**src/rtl/player_move_ctrl.sv**
```systemverilog
// Decodes PS/2 set-2 make/break/E0 scan bytes into held keys for two players and
// moves each player once per FRAME_DIV eof pulses, clamped to the playfield.
// Optional build macro DIAG_EN: when defined, x and y may both change on one tick.
module player_move_ctrl #(
  parameter int W         = 11,
  parameter int XMIN      = 0,
  parameter int XMAX      = 799,
  parameter int YMIN      = 0,
  parameter int YMAX      = 599,
  parameter int STEP      = 1,
  parameter int FRAME_DIV = 1,
  parameter int P0_X0     = 200,
  parameter int P0_Y0     = 300,
  parameter int P1_X0     = 600,
  parameter int P1_Y0     = 300
) (
  input  logic                clk,
  input  logic                reset_n,
  input  logic                eof,
  input  logic                data_valid,
  input  logic [7:0]          data,
  output logic signed [W-1:0] p0_x,
  output logic signed [W-1:0] p0_y,
  output logic signed [W-1:0] p1_x,
  output logic signed [W-1:0] p1_y,
  output logic [7:0]          keys
);

  localparam int unsigned PW = W;
  localparam int unsigned AW = W + 1;
  localparam int unsigned CW = 8;

  localparam logic [CW-1:0]      FRAME_LAST = CW'(FRAME_DIV - 1);
  localparam logic signed [W:0]  STEP_S     = AW'(STEP);
  localparam logic signed [W:0]  X_LO       = AW'(XMIN);
  localparam logic signed [W:0]  X_HI       = AW'(XMAX);
  localparam logic signed [W:0]  Y_LO       = AW'(YMIN);
  localparam logic signed [W:0]  Y_HI       = AW'(YMAX);

  // Byte k of this table is the scan code for keys bit k; bits 7:4 need the E0 prefix.
  localparam logic [63:0] KEY_CODES = {8'h74, 8'h6B, 8'h72, 8'h75,
                                       8'h23, 8'h15, 8'h1B, 8'h1A};

  typedef enum logic [1:0] {IDLE, BRK, EXT, EXT_BRK} state_e;

  state_e             state_q, state_d;
  logic [7:0]         keys_q, keys_d;
  logic [CW-1:0]      frame_q, frame_d;
  logic signed [W-1:0] p0_x_q, p0_x_d, p0_y_q, p0_y_d;
  logic signed [W-1:0] p1_x_q, p1_x_d, p1_y_q, p1_y_d;
  logic               make_ev, brk_ev, ev_ext, tick, p0_x_en, p1_x_en;

  // One axis step in W+1 bits so a move past a bound saturates instead of wrapping.
  function automatic logic signed [W-1:0] axis_move(
    input logic signed [W-1:0] pos,
    input logic                inc,
    input logic                dec,
    input logic                en,
    input logic signed [W:0]   lo,
    input logic signed [W:0]   hi
  );
    logic signed [W:0] sum;
    sum = {pos[W-1], pos};
    if (en && inc && !dec)      sum = sum + STEP_S;
    else if (en && dec && !inc) sum = sum - STEP_S;
    if (sum > hi)      sum = hi;
    else if (sum < lo) sum = lo;
    return sum[W-1:0];
  endfunction

  always_comb begin
    state_d = state_q;
    keys_d  = keys_q;
    frame_d = frame_q;
    p0_x_d  = p0_x_q;
    p0_y_d  = p0_y_q;
    p1_x_d  = p1_x_q;
    p1_y_d  = p1_y_q;
    make_ev = 1'b0;
    brk_ev  = 1'b0;
    ev_ext  = 1'b0;

    if (data_valid) begin
      case (state_q)
        IDLE: begin
          if (data == 8'hF0)      state_d = BRK;
          else if (data == 8'hE0) state_d = EXT;
          else                    make_ev = 1'b1;
        end
        BRK: begin
          brk_ev  = 1'b1;
          state_d = IDLE;
        end
        EXT: begin
          ev_ext = 1'b1;
          if (data == 8'hF0) state_d = EXT_BRK;
          else begin
            make_ev = 1'b1;
            state_d = IDLE;
          end
        end
        default: begin
          ev_ext  = 1'b1;
          brk_ev  = 1'b1;
          state_d = IDLE;
        end
      endcase
    end

    // Codes with the wrong prefix or no table entry leave keys untouched.
    for (int k = 0; k < 8; k++) begin
      if ((data == KEY_CODES[k*8 +: 8]) && (ev_ext == (k >= 4))) begin
        if (make_ev) keys_d[k] = 1'b1;
        if (brk_ev)  keys_d[k] = 1'b0;
      end
    end

    tick = eof && (frame_q == FRAME_LAST);
    if (eof) frame_d = tick ? '0 : frame_q + CW'(1);

`ifdef DIAG_EN
    p0_x_en = 1'b1;
    p1_x_en = 1'b1;
`else
    p0_x_en = !(keys_q[0] ^ keys_q[1]);
    p1_x_en = !(keys_q[4] ^ keys_q[5]);
`endif

    // Moves use keys_q, so a byte landing with eof only affects the following tick.
    if (tick) begin
      p0_x_d = axis_move(p0_x_q, keys_q[3], keys_q[2], p0_x_en, X_LO, X_HI);
      p0_y_d = axis_move(p0_y_q, keys_q[1], keys_q[0], 1'b1,    Y_LO, Y_HI);
      p1_x_d = axis_move(p1_x_q, keys_q[7], keys_q[6], p1_x_en, X_LO, X_HI);
      p1_y_d = axis_move(p1_y_q, keys_q[5], keys_q[4], 1'b1,    Y_LO, Y_HI);
    end
  end

  always_ff @(posedge clk or negedge reset_n) begin
    if (!reset_n) begin
      state_q <= IDLE;
      keys_q  <= '0;
      frame_q <= '0;
      p0_x_q  <= PW'(P0_X0);
      p0_y_q  <= PW'(P0_Y0);
      p1_x_q  <= PW'(P1_X0);
      p1_y_q  <= PW'(P1_Y0);
    end else begin
      state_q <= state_d;
      keys_q  <= keys_d;
      frame_q <= frame_d;
      p0_x_q  <= p0_x_d;
      p0_y_q  <= p0_y_d;
      p1_x_q  <= p1_x_d;
      p1_y_q  <= p1_y_d;
    end
  end

  assign p0_x = p0_x_q;
  assign p0_y = p0_y_q;
  assign p1_x = p1_x_q;
  assign p1_y = p1_y_q;
  assign keys = keys_q;

endmodule

```
**config.mk**
```make
export PLATFORM = sky130hd
export DESIGN_NAME = player_move_ctrl
export DESIGN_NICKNAME = d
export VERILOG_FILES = /design/src/rtl/player_move_ctrl.sv
export SDC_FILE = /design/constraint.sdc
export NUM_CORES = 1
export LEC_CHECK = 0
export ABC_AREA = 1
export CAP_MARGIN = 20
export CORE_MARGIN = 1.5
export CORE_UTILIZATION = 25
export DETAILED_ROUTE_END_ITERATION = 16
export PLACE_DENSITY_LB_ADDON = 0.25
export SYNTH_ARGS = -nofsm -noshare
export SYNTH_HDL_FRONTEND = slang
export SYNTH_SLANG_ARGS = --single-unit
```
**constraint.sdc**
```tcl
create_clock -name clk -period 4.5 [get_ports clk]
set_input_delay 0.45 -clock clk [delete_from_list [all_inputs] [get_ports clk]]
set_output_delay 0.45 -clock clk [all_outputs]
set_load 0.02 [all_outputs]
```
==> metrics.yaml <==
run:
  drv_cap: 0
layout:
  antennaDiodeCount: 0
  area_growth_pct: 23.4
  final_util_pct: 31.7
  fin_nets: 868
  design_area_mm2: 0.00620
  layoutNonFillerInstCount: 1112
  drive_gt1_share_pct: 10.3
placement:
  placedInstanceArea_mm2: 0.00593
  gp_congestion: 0.837
  numPortBuffers: 63
  dp_cells: 1096
  dp_hpwl_mm: 10.4
yosys:
  ys_seq_area_share_pct: 31.3
  yosys.area.top_type: "dfrtp_1"
  syn_area_mm2: 0.00502
  synth_top_area_share_pct: 23.4
  avgSynthCellArea_um2: 6.46
  synth_fp_nets: 804
  synthTopCellsByCount: "nand2_1 (246), inv_1 (102), nand3_1 (82)"
  ys_ff_latch: 62
  ys_warn_count: 0
  synth_cell_types: 45
  synth_edf_count: 0
  synthCells: 778
  synth_top_family_by_area: "simple AND/OR/NAND/NOR gates"
  async_reset_ff_share_pct: 100
  synth_area_leaders: "dfrtp_1 (23%), nand2_1 (18%), nand3_1 (8.2%)"
  yosys.area_share.simple_pct: 44.2
  synth_mux_area_share_pct: 0.199
  synth_most_common_cell: "nand2_1"
  synth_compound_area_share_pct: 9.39
  synthFlopType: "dfrtp_1"
  synth_adder_area_share_pct: 3.49
  synthXorXnorAreaFrac_pct: 1.89
routing:
  viasPerCell: 4.51
  wl_per_cell_um: 12.4
  ant_nets: 0
  drc: 0
  first_pass_iters: 4
  num_vias: 5015
  drt_iter0_drc: 286
  totalWireLength_mm: 13.8
grt:
  grt_pass1_wl_mm: 23.3
  grt_pass1_vias: 4661
  grt_antenna_before_repair: 0
  grt_max_degree: 35
  grt_usage_pct: 14.2
  grt-ovfl-total: 0
min_path:
  hold_path.class: "input pin to async pin"
floorplanning:
  core_area_mm2: 0.0196
  row_count: 51
  die_w_um: 145
  die_y_um: 145
  initial_core_util_pct: 25.6
  io_pins: 64
  die_area_mm2: 0.0210
clocking:
  hold_buffers: 0
  clockBufferDepth: 2
  cts_setup_buffers: 0
  clk_latency_ps: 340
  path_clk_slew_ps: 60
  htree_num_levels: 3
  ctsResizeCount: 0
  cts_sinks: 62
  cts_tree: "built"
  clock_tree.root_cell: "clkbuf_16"
  numCtsBuffers: 9
power:
  cellLeakagePower_nw: 3.02
  total_power_mw: 1.87
  p_per_area_mw_per_mm2: 301
  peakVddDrop_v: 0.000170
sta:
  period_share_pct: 55.1
  finalMaxSlewViolations: 0
  tightest_slew_ps: 769
  finalSetupViolCount: 0
  hold_viol: 0
  setup_tns_ps: 0
  period_needed_ps: 2480
  fin_skew_ps: 8.97
  rsz0062_at_grt: "false"
  timing.fmax_mhz: 404
  max-slew-margin-rel_pct: 48.7
worst_setup_path:
  endpoint_kind: "flip-flop"
  critPathLaunchType: "input pin"
  cp_max_fo: 34
  arrival_ps: 2750
  critical_path_class: "input pin to flip-flop"
  required_ps: 4780
outcome:
  status: "finished, final reports clean"
[placed cells by master (no fill, tap or decap), types with 4 or more instances in the layout]
cell | Yosys | layout
nand2_1 | 246 | 246
inv_1 | 102 | 102
nand3_1 | 82 | 82
nor2_1 | 80 | 80
clkdlybuf4s50_1 | 0 | 62
dfrtp_1 | 47 | 47
o21ai_0 | 41 | 41
nand4_1 | 21 | 21
a21oi_1 | 16 | 16
dfstp_2 | 15 | 15
ha_1 | 14 | 14
nand2_2 | 10 | 10
nor2_2 | 10 | 10
xor2_1 | 9 | 9
clkbuf_16 | 0 | 9
inv_2 | 8 | 8
nor3_1 | 7 | 7
nand3b_1 | 6 | 6
o21ai_1 | 6 | 6
o211ai_1 | 5 | 5
nand3_2 | 5 | 5
o21ai_2 | 5 | 5
nor2_4 | 4 | 4
[power by group]
part / leakage (nW) / total (mW) / switching (mW) / internal (mW)
clock network: 0.132 / 0.642 / 0.257 / 0.385
logic: 2.18 / 0.508 / 0.316 / 0.192
registers: 0.711 / 0.718 / 0.0853 / 0.633
[worst max-delay path, cell delays in order]
cell             delay (ps)
clkdlybuf4s50_1         600
nand3_1                 160
nor4_4                  140
buf_4                   370
inv_2                   380
nor2_2                  440
nand3_1                 130
nand2_1                  70
[layout make-up]
class | count | area [µm²]
fillers | 2160 | 13400
multi-input cells | 593 | 2970
flip-flops and latches | 62 | 1570
repair buffers | 65 | 641
inverters | 111 | 417
well taps | 265 | 332
clock buffers | 12 | 246
clock inverters | 4 | 22.5
[path summary, 6_finish.rpt]
path | from | cells after the start | slack (ps) | endpoint
worst max register to register | frame_q[0]$_DFFE_PN0P_ | 9 | 2060 | p0_y[7]$_DFFE_PN0P_
max in group asynchronous | reset_n | 2 | 3370 | p0_x[6]$_DFFE_PN1P_
worst min register to register | frame_q[7]$_DFFE_PN0P_ | 1 | 470 | frame_q[7]$_DFFE_PN0P_
min in group clk | frame_q[7]$_DFFE_PN0P_ | 1 | 470 | frame_q[7]$_DFFE_PN0P_
worst min-delay path | reset_n | 1 | 180 | p1_x[5]$_DFFE_PN0P_
worst max-delay path | eof | 8 | 2020 | p0_y[7]$_DFFE_PN0P_
[registers in the layout (all words and copies together), names as in the netlist]
name	cells
p1_y	11
p0_y	11
p1_x	11
state_q	2
frame_q	8
keys	8
p0_x	11
[cell families (layout without fill, tap and decap cells)]
kind of cell | after synthesis | count (layout)
mux | 1 | 1
xor+xnor | 10 | 10
simple gates | 486 | 486
fa+ha+maj | 14 | 14
compound gates | 82 | 82
flops | 62 | 62
buf+inv | 123 | 192
[metal layers]
layer / up-vias / part of all wire, % / global-route usage, % / wire length [µm]
met5: - / 0 / 0 / 0
met4: 0 / 1.5 / 5.21 / 209
met3: 15 / 3.8 / 2.24 / 532
met2: 95 / 43 / 22.3 / 6000
met1: 2290 / 51 / 19.5 / 7090
li1: 2615 / - / - / -
[per-stage QoR]
stage	hold slack [ps]	worst slack, ps
4_1_cts	209	1990
3_3_place_gp	465	1700
5_1_grt	244	1830
2_1_floorplan	154	2490
6_report	185	2020
3_5_place_dp	462	1640
Power figures use the tool's default switching activity.
==> RTL change: new RTL, same settings <==
Add a define of `DIAG_EN`.
--- a/src/rtl/player_move_ctrl.sv
+++ b/src/rtl/player_move_ctrl.sv
@@ -2,4 +2,6 @@
 // moves each player once per FRAME_DIV eof pulses, clamped to the playfield.
 // Optional build macro DIAG_EN: when defined, x and y may both change on one tick.
+`define DIAG_EN
+
 module player_move_ctrl #(
   parameter int W         = 11,
Function: changed (Yosys sat finds a counterexample within 4 cycles, from zero or initial values and one cycle with reset_n low).
==> RTL change against the original RTL <==
Cell area decreased by 3.7%; synthesized area decreased by 5.2%; combinational power decreased by 42%; sequential cell count unchanged; routed wire length decreased by 2.0%; worst setup slack got worse by 33 ps; core utilization increased by 0.27 points; power decreased by 8.3%; largest power group is now clock.
==> RTL change: results (changes against the original RTL) <==
[critical_path]
crit_path_top_delay_cell = nor2_1
reg2regPathDepth = 12  ; +3
rr_startpoint = keys[2]$_DFFE_PN0P_
crit_type = reg -> reg
crit_fanout = 11  ; -68%
timing.critical_path.from = keys[2]$_DFFE_PN0P_
r2r-end = p0_x[1]$_DFFE_PN0P_

[power_and_ir_drop]
peakVddDrop_v = 0.000158  ; -6.8%
power_frac_seq_pct = 39.1  ; +0.7 points
leakagePower_nw = 2.97  ; -1.6%

[drt]
vias = 4867  ; -3.0%
viasPerCell = 4.55  ; +0.95%
wire_per_inst_um = 12.7  ; +2.0%

[grt]
grt_pass1_wl_um = 22600  ; -3.3%

[finish]
fillCellCount = 2038  ; -5.6%
areaGrowthSynthToFinish_pct = 25.3
final_layout_size_suffix_gt1_share_pct = 6.11  ; -4.2 points

[place]
routabilityCongestion = 0.797  ; -4.7%
place_area_sq_mm = 0.00565  ; -4.8%
placed_cells = 1053  ; -3.9%
hpwl_um = 10200  ; -2.3%

[logic_synthesis]
synth_area_leaders = dfrtp_1 25%, nand2_1 21%, nand3_1 8.8%, dfstp_2 8.3%, inv_1 8.1%
postSynthCellCount = 767  ; -1.4%
synth_common_cells = 267 x nand2_1, 103 x inv_1, 88 x nor2_1
synthesis.nets = 789  ; -1.9%

[sta]
setup_ws_ps = 1990  ; -32.7 ps
hold_ws_ps = 210  ; +25.4 ps

[outcome]
run_status = finished clean

## RTL change: cell count changes in the layout (fill, tap and decap cells not counted), sizes merged, moves of 3 or more
cell,delta
a21oi,-3
clkbuf,-3
nor3,+7
nand2,+10
o221ai,+3
nand3b,-5
inv,-3
nand3,-4
ha,-4
or2,+4
o21ai,-20
## RTL change: per-layer routing
metal	vias up	global-route usage, %	part of all wire, %
met5	-	0	0
met4	0	3.95	0.59
met3	6	2.45	3.2
met2	77	21.8	44
met1	2201	19.8	52
li1	2583	-	-
## RTL change: how the worst min path moves through the flow
| stage | end | cells past startpoint | from |
|---|---|---|---|
| 6_report | p1_x[10]$_DFFE_PN0P_ | 1 | reset_n |
| 5_1_grt | p1_x[0]$_DFFE_PN0P_ | 1 | reset_n |
| 4_1_cts | p1_x[0]$_DFFE_PN0P_ | 1 | reset_n |
| 3_5_place_dp | frame_q[7]$_DFFE_PN0P_ | 1 | frame_q[7]$_DFFE_PN0P_ |
| 3_3_place_gp | frame_q[7]$_DFFE_PN0P_ | 1 | frame_q[7]$_DFFE_PN0P_ |
| 2_1_floorplan | frame_q[0]$_DFFE_PN0P_ | 0 | reset_n |
## RTL change: area by class of cell
cell class / instances / share of cell area [%]
sequential: 62 / 26.3
clock inverter: 7 / 1.66
inverter: 108 / 6.79
multi-input combinational: 584 / 45.9
timing repair buffer: 65 / 10.7
tap: 234 / 4.90
clock buffer: 9 / 3.77
## RTL change: kinds of logic (layout without fill, tap and decap cells)
kind of cell               after synthesis  after routing
AOI/OAI and AO/OA                       66             66
xor gates and xnor gates                13             13
and+or+nand+nor                        495            495
buffers and inverters                  121            189
DFF                                     62             62
adders and majority gates               10             10
## RTL change: worst register-to-register path, delay by kind of cell, from the launching register on
kind / cells / cell delay (ps)
simple gates: 11 / 1690
flops: 1 / 440
buf+inv: 1 / 260
